### src/rtl/bpsk_tx_pkg.sv
// Shared definitions for the BPSK transmit path: frame geometry and the
// serializer state type.
package bpsk_tx_pkg;

   // Frame geometry mirrored from the core, network and preamble headers.
   localparam int unsigned PREAMBLE_LENGTH     = 16;
   localparam int unsigned SORTING_WIDTH       = 64;
   localparam int unsigned PACKET_WIDTH_BITS   = 16;
   localparam int unsigned FRAME_WIDTH_DEFAULT = SORTING_WIDTH + PREAMBLE_LENGTH + PACKET_WIDTH_BITS;

   typedef enum logic [1:0] {
      IDLE  = 2'd0,
      SHIFT = 2'd1,
      GAP   = 2'd2
   } ser_state_t;

endpackage

### src/rtl/bit_timer.sv
// Bit-period timer: counts SAMPLES_PER_BIT cycles per bit while run is high and
// restarts from zero whenever run rises.
module bit_timer #(
   parameter int unsigned SAMPLES_PER_BIT = 8
) (
   input  logic clk,
   input  logic reset,
   input  logic run,
   output logic bit_start,
   output logic bit_end
);

   localparam int unsigned CNT_W = (SAMPLES_PER_BIT > 1) ? $clog2(SAMPLES_PER_BIT) : 1;
   localparam logic [CNT_W-1:0] LAST_SAMPLE = CNT_W'(SAMPLES_PER_BIT - 1);

   logic [CNT_W-1:0] cnt_q, cnt_d;

   always_comb begin
      cnt_d = '0;
      if (run && (cnt_q != LAST_SAMPLE)) begin
         cnt_d = cnt_q + 1'b1;
      end
   end

   always_ff @(posedge clk or negedge reset) begin
      if (!reset) begin
         cnt_q <= '0;
      end else begin
         cnt_q <= cnt_d;
      end
   end

   assign bit_start = run && (cnt_q == '0);
   assign bit_end   = run && (cnt_q == LAST_SAMPLE);

endmodule

### src/rtl/frame_serializer.sv
// Frame serializer: shifts a sorter-assembled frame out LSB first as the BPSK
// phase-select bit, with a one-frame holding slot for back-to-back frames.
module frame_serializer
   import bpsk_tx_pkg::*;
#(
   parameter int unsigned FRAME_WIDTH     = FRAME_WIDTH_DEFAULT,
   parameter int unsigned SAMPLES_PER_BIT = 8,
   parameter int unsigned GAP_BITS        = 4,
   parameter logic        DIFF_ENCODE     = 1'b1
) (
   input  logic                   clk,
   input  logic                   reset,
   input  logic [FRAME_WIDTH-1:0] frame_in,
   input  logic                   load,
   output logic                   tx_phase,
   output logic                   tx_active,
   output logic                   bit_strobe,
   output logic                   frame_done,
   output logic                   busy,
   output logic                   overrun
);

   localparam int unsigned BCNT_W = $clog2(FRAME_WIDTH + 1);
   localparam int unsigned GCNT_W = (GAP_BITS > 1) ? $clog2(GAP_BITS) : 1;
   localparam logic [BCNT_W-1:0] LAST_BIT = BCNT_W'(FRAME_WIDTH - 1);
   localparam logic [GCNT_W-1:0] LAST_GAP = GCNT_W'((GAP_BITS > 0) ? GAP_BITS - 1 : 0);

   ser_state_t             state_q, state_d;
   logic [FRAME_WIDTH-1:0] shreg_q, shreg_d;
   logic [FRAME_WIDTH-1:0] pend_q, pend_d;
   logic                   pend_valid_q, pend_valid_d;
   logic [BCNT_W-1:0]      bit_cnt_q, bit_cnt_d;
   logic [GCNT_W-1:0]      gap_cnt_q, gap_cnt_d;
   logic                   ph_q, ph_d;
   logic                   tx_phase_q, tx_phase_d;
   logic                   tx_active_q, tx_active_d;
   logic                   bit_strobe_q, bit_strobe_d;
   logic                   frame_done_q, frame_done_d;
   logic                   overrun_q, overrun_d;

   logic                   start, load_taken;
   logic [FRAME_WIDTH-1:0] start_frame;
   logic                   bit_end, unused_bit_start;

   bit_timer #(
      .SAMPLES_PER_BIT(SAMPLES_PER_BIT)
   ) u_bit_timer (
      .clk      (clk),
      .reset    (reset),
      .run      (state_q != IDLE),
      .bit_start(unused_bit_start),
      .bit_end  (bit_end)
   );

   always_comb begin
      state_d      = state_q;
      shreg_d      = shreg_q;
      pend_d       = pend_q;
      pend_valid_d = pend_valid_q;
      bit_cnt_d    = bit_cnt_q;
      gap_cnt_d    = gap_cnt_q;
      ph_d         = ph_q;
      frame_done_d = 1'b0;
      overrun_d    = 1'b0;
      start        = 1'b0;
      start_frame  = '0;
      load_taken   = 1'b0;

      case (state_q)
         IDLE: begin
            if (pend_valid_q) begin
               start        = 1'b1;
               start_frame  = pend_q;
               pend_valid_d = 1'b0;
            end else if (load) begin
               start       = 1'b1;
               start_frame = frame_in;
               load_taken  = 1'b1;
            end
         end
         SHIFT: begin
            if (bit_end) begin
               if (bit_cnt_q == LAST_BIT) begin
                  frame_done_d = 1'b1;
                  gap_cnt_d    = '0;
                  state_d      = (GAP_BITS > 0) ? GAP : IDLE;
               end else begin
                  bit_cnt_d = bit_cnt_q + 1'b1;
                  shreg_d   = shreg_q >> 1;
                  ph_d      = DIFF_ENCODE ? (ph_q ^ shreg_d[0]) : shreg_d[0];
               end
            end
         end
         GAP: begin
            if (bit_end) begin
               if (gap_cnt_q == LAST_GAP) begin
                  state_d = IDLE;
               end else begin
                  gap_cnt_d = gap_cnt_q + 1'b1;
               end
            end
         end
         default: state_d = IDLE;
      endcase

      // Phase restarts from reference 0, so bit 0's phase is the bit itself in both encodings.
      if (start) begin
         state_d   = SHIFT;
         shreg_d   = start_frame;
         bit_cnt_d = '0;
         ph_d      = start_frame[0];
      end

      // A slot freed by this cycle's IDLE hand-off is already visible in pend_valid_d.
      if (load && !load_taken) begin
         if (!pend_valid_d) begin
            pend_d       = frame_in;
            pend_valid_d = 1'b1;
         end else begin
            overrun_d = 1'b1;
         end
      end

      tx_active_d  = (state_d == SHIFT);
      tx_phase_d   = (state_d == SHIFT) && ph_d;
      bit_strobe_d = (state_d == SHIFT) && ((state_q != SHIFT) || bit_end);
   end

   always_ff @(posedge clk or negedge reset) begin
      if (!reset) begin
         state_q      <= IDLE;
         shreg_q      <= '0;
         pend_q       <= '0;
         pend_valid_q <= 1'b0;
         bit_cnt_q    <= '0;
         gap_cnt_q    <= '0;
         ph_q         <= 1'b0;
         tx_phase_q   <= 1'b0;
         tx_active_q  <= 1'b0;
         bit_strobe_q <= 1'b0;
         frame_done_q <= 1'b0;
         overrun_q    <= 1'b0;
      end else begin
         state_q      <= state_d;
         shreg_q      <= shreg_d;
         pend_q       <= pend_d;
         pend_valid_q <= pend_valid_d;
         bit_cnt_q    <= bit_cnt_d;
         gap_cnt_q    <= gap_cnt_d;
         ph_q         <= ph_d;
         tx_phase_q   <= tx_phase_d;
         tx_active_q  <= tx_active_d;
         bit_strobe_q <= bit_strobe_d;
         frame_done_q <= frame_done_d;
         overrun_q    <= overrun_d;
      end
   end

   assign tx_phase   = tx_phase_q;
   assign tx_active  = tx_active_q;
   assign bit_strobe = bit_strobe_q;
   assign frame_done = frame_done_q;
   assign overrun    = overrun_q;
   assign busy       = (state_q != IDLE) || pend_valid_q;

endmodule
### config.mk
export PLATFORM = sky130hd
export DESIGN_NAME = frame_serializer
export DESIGN_NICKNAME = d
export VERILOG_FILES = /design/src/rtl/bpsk_tx_pkg.sv /design/src/rtl/bit_timer.sv /design/src/rtl/frame_serializer.sv
export SDC_FILE = /design/constraint.sdc
export NUM_CORES = 1
export LEC_CHECK = 0
export CAP_MARGIN = 30
export CORE_MARGIN = 5
export CORE_UTILIZATION = 56
export DETAILED_ROUTE_END_ITERATION = 7
export PLACE_DENSITY = 0.79
export RECOVER_POWER = 50
export SYNTH_ARGS = -nofsm -noshare
export SYNTH_HDL_FRONTEND = slang
export SYNTH_HIERARCHICAL = 1
export SYNTH_SLANG_ARGS = --single-unit
### constraint.sdc
create_clock -name clk -period 3.3 [get_ports clk]
set_input_delay 0.33 -clock clk [delete_from_list [all_inputs] [get_ports clk]]
set_output_delay 0.33 -clock clk [all_outputs]
set_load 0.03 [all_outputs]
# Word level (Yosys, flattened, before mapping)
# Index checks and enable logic that the tools add are counted.
# W data, S select, Z words.
dict set report word_totals {
  reg_bits 213
  in_bits 99
  word_cells 86
}
dict set report classes {
  addsub 3
  n_eq_ne 13
  n_mux 39
  bitwise 2
  n_reduce_logical 16
}
# cell n
set ops {}
lappend ops {{$mux W96} 7}
lappend ops {{$mux W7} 4}
lappend ops {{$mux W2} 9}
lappend ops {{$mux W1} 16}
lappend ops {{$ne A2 B2 Y1 const B} 5}
lappend ops {{$reduce_bool A2 Y1} 4}
lappend ops {{$add A7 B1 Y7 const B} 1}
lappend ops {{$eq A7 B7 Y1 const B} 1}
lappend ops {{$pmux W2 S3} 1}
lappend ops {{$logic_and A1 B1 Y1} 5}
lappend ops {{$reduce_and A5 Y1} 1}
lappend ops {{$eq A2 B1 Y1 const B} 2}
lappend ops {{$eq A2 B2 Y1 const B} 2}
lappend ops {{$pmux W2 S2} 1}
lappend ops {{$add A3 B1 Y3 const B} 1}
lappend ops {{$eq A3 B3 Y1 const B} 1}
lappend ops {{$mux W3} 1}
lappend ops {{$ne A3 B3 Y1 const B} 1}
lappend ops {{$reduce_and A3 Y1} 1}
lappend ops {{$add A2 B1 Y2 const B} 1}
lappend ops {{$logic_not A2 Y1} 1}
lappend ops {{$logic_or A1 B1 Y1} 2}
lappend ops {{$ne A2 B1 Y1 const B} 1}
lappend ops {{$reduce_and A2 Y1} 1}
lappend ops {{3 further kinds} 3}

# Logic depth before layout (Yosys ltp)
dict set report depth {
  depth_word 7
  mapped_depth 12
}

# By module
# Netlist, hierarchy kept.
# mod n_inst cells_each area_each_um2
set modules_own_cells {}
lappend modules_own_cells {frame_serializer 1 754 9367.7}
lappend modules_own_cells {bit_timer 1 13 166.4}

# Worst setup path before layout
# Ideal clock, no wire load.
dict set report synth_path {
  kind {register to register}
  from {register state_q[0]}
  to {register shreg_q[10]}
  setup_ps 125
  t_arrival_ps 2300
  t_required_ps 3175
  setup_slack_ps 875
  stages_incl_launch_ff 13
  n_path_buf 4
  cell_sequence {dfrtp_1 -> nor2_4 -> inv_2 -> buf_2 -> buf_2 -> and2_2 -> clkbuf_2 -> nand3b_2 -> a21oi_4 -> nor2_2 -> inv_1 -> buf_6 -> mux2_2}
}
dict set report synth_between {
  elab_chain_cells 4
  elab_cells_between_ends 11
  classes_between {2 x eq/ne; 3 x mux; 6 x reduce/logical}
}
# element line_no
set synth_lines {}
lappend synth_lines {{start, declared} frame_serializer.sv:28} ;# ser_state_t state_q, state_d;
lappend synth_lines {{start signal, assigned} frame_serializer.sv:144} ;# state_q <= state_d;
lappend synth_lines {{$reduce_bool A2 Y1} frame_serializer.sv:50} ;# .run (state_q != IDLE),
lappend synth_lines {{$logic_and A1 B1 Y1} bit_timer.sv:34} ;# assign bit_end = run && (cnt_q == LAST_SAMPLE);
lappend synth_lines {{net bit_end} frame_serializer.sv:43} ;# logic bit_end, unused_bit_start;
lappend synth_lines {{$reduce_bool A2 Y1 (no line)} -}
lappend synth_lines {{$reduce_and A3 Y1 (no line)} -}
lappend synth_lines {{end signal, assigned} frame_serializer.sv:145} ;# shreg_q <= shreg_d;
lappend synth_lines {{end, declared} frame_serializer.sv:29} ;# logic [FRAME_WIDTH-1:0] shreg_q, shreg_d;
# The timed path passes the listed nets, and every way through them passes these cells.
# A chain may end at the register's enable or synchronous reset.

# Worst setup path in the final report
dict set report layout_path {
  from {register state_q[0]}
  to {register shreg_q[40]}
}
# The elaborated chain is that of the path after synthesis.

==> impl_metrics.env <==
export IMPL_status="completed"
export IMPL_netlist_instances=766
export IMPL_timing_final_ws_setup_ns=0.291
export IMPL_pre_cts_ws_ns=0.373
export IMPL_hold_viol_final=0
export IMPL_cp_max_fo=82
export IMPL_skew_ns=0.00832
export IMPL_crit_arrival_ns=3.42
export IMPL_dieHeight_um=140
export IMPL_syn_area_per_cell_um2=12.4
export IMPL_clkLatencyLatePin_ns=0.49
export IMPL_max_clock_freq_ghz=0.332
export IMPL_cap_violations=0
export IMPL_ir_drop_mv=0.407
export IMPL_setup_tns_ns=0
export IMPL_total_power_mw=9.41
export IMPL_fin_crit_ns=3.01
export IMPL_overflow=0
export IMPL_reg2reg_from="state_q[0]"
export IMPL_fin_hold_ws_ns=0.466
export IMPL_worst_setup_path_start_kind="flop"
export IMPL_postLayoutCellArea_um2=11300
export IMPL_power_leakage_nw=4.76
export IMPL_dieWidth_um=140
export IMPL_via_per_inst=6.29
export IMPL_ff2ff_setup_slack_ns=0.29
export IMPL_drt_iter0_drc=637
export IMPL_rsz0062_at_grt="no"
export IMPL_grt_start_max_net_pins=108
export IMPL_placed_area_um2=10600
export IMPL_fin_crit_sh_pct=91.2
export IMPL_cts_sinks=212
export IMPL_final_common_cell="dfrtp_1"
export IMPL_first_pass_iters=5
export IMPL_reg2reg_depth=8
export IMPL_max_slew_margin_rel_pct=6.43
export IMPL_cts_buffers=21
export IMPL_min_to="pend_q[78]"
export IMPL_io_buffers=104
export IMPL_crit_type="reg -> reg"
export IMPL_hold_path_class="in -> reg"
export IMPL_num_rows=47
export IMPL_crit_required_ns=3.71
export IMPL_htreeDepth=1
export IMPL_drive_above_1_share_pct=14.8
export IMPL_syn_cell_area_um2=9530
export IMPL_initial_core_util_pct=57.2
export IMPL_drv_slew=0
export IMPL_nNetsFinal=945
export IMPL_coreArea_um2=16600
export IMPL_cts_reportedPaths_clkPinSlew_ns=0.06
export IMPL_top_level_ports=105
export IMPL_cts_tree="yes"
export IMPL_tightest_slew_ns=1.40
export IMPL_clock_root_buffer="clkbuf_16"
export IMPL_setup_violations=0
export IMPL_syn2layout_area_growth_pct=18.6
export IMPL_grt_total_usage_pct=21.1
export IMPL_drcViolationCount=0
export IMPL_grt_pass1_vias=7174
export IMPL_ys_warn_count=6
export IMPL_cts_resized=0
export IMPL_mostFrequentLayoutCells="dfrtp_1 (211), clkdlybuf4s50_1 (101), a22oi_1 (94)"
export IMPL_drt_total_wl_um=20900
export IMPL_vias=6753
export IMPL_ant_nets=0
export IMPL_dp_hpwl_um=13100
export IMPL_r2r_end="shreg_q[40]"
export IMPL_fp_dieArea_um2=19700
export IMPL_syn_nets=870
export IMPL_place_gp_congestion=0.814
export IMPL_n_antenna_cell=0
export IMPL_ctsLongestPathBuffers=3
export IMPL_power_density_nw_per_um2=833
export IMPL_grt_pass1_wl_um=35300
export IMPL_worstSetupEndpointType="flop"
export IMPL_min_from="frame_in[78]"
export IMPL_routedWlPerCell_um=19.5
export IMPL_hold_depth=2
export IMPL_antenna_found_initial=0
metal layers:
layer  vias up  share of wire (%)  global-route usage [%]
met1      3472                 43                    28.5
met2       193                 50                    36.2
met5         -                  0                       0
met4         0                2.3                    5.51
li1       3056                  -                       -
met3        32                4.6                    2.90
critical path, stage by stage (launching register included):
cell      delay (ns)
dfrtp_1         0.48
nor2_4          0.39
clkinv_2        0.38
and2_2          0.35
nand3b_2        0.18
a21oi_4         0.06
nor2_4          0.10
buf_4           0.65
a221o_1         0.28
where the power goes:
group	internal [mW]	switching, mW
combinational	1.54	1.09
clock	1.36	0.950
sequential	3.77	0.706
total	6.66	2.74
metrics by stage:
stage | instances | util (%)
2_1_floorplan | 766 | -
3_3_place_gp | 1036 | 63.8
3_5_place_dp | 1037 | 64.0
4_1_cts | 1074 | 68.0
5_1_grt | 1074 | 67.9
6_report | 1074 | 67.9
registers in the layout, indices dropped and copies added, names as in the netlist:
signal	flops
gap_cnt_q	2
ph_q	1
tx_phase	1
shreg_q	95
bit_cnt_q	7
pend_q	96
bit_strobe	1
tx_active	1
overrun	1
u_bit_timer/cnt_q	3
pend_valid_q	1
frame_done	1
state_q	2
worst max path at each step:
stage / start / to / slack, ns / cells after the start
finish: state_q[0] / shreg_q[40] / 0.29 / 8
global route: state_q[0] / shreg_q[40] / 0.14 / 8
CTS: state_q[0] / shreg_q[40] / 0.35 / 8
global placement: load / shreg_q[80] / 0.50 / 6
detailed placement: state_q[0] / shreg_q[55] / 0.37 / 8
floorplan: state_q[0] / shreg_q[10] / 0.88 / 12
what timing repair did:
item / CTS / global route
hold buffers: 1 / 0
endpoints found under the hold margin: 25 / 0
setup buffers: 0 / 0
cell type report:
type / instances / area (um^2)
Tap cell: 220 / 275
Inverter: 6 / 23.8
Clock buffer: 31 / 613
Fill cell: 1157 / 5340
Timing Repair Buffer: 119 / 1180
Multi-Input combinational cell: 481 / 3840
Sequential cell: 212 / 5310
Clock inverter: 5 / 50.0
No activity file was read; power rests on OpenSTA's default activity.
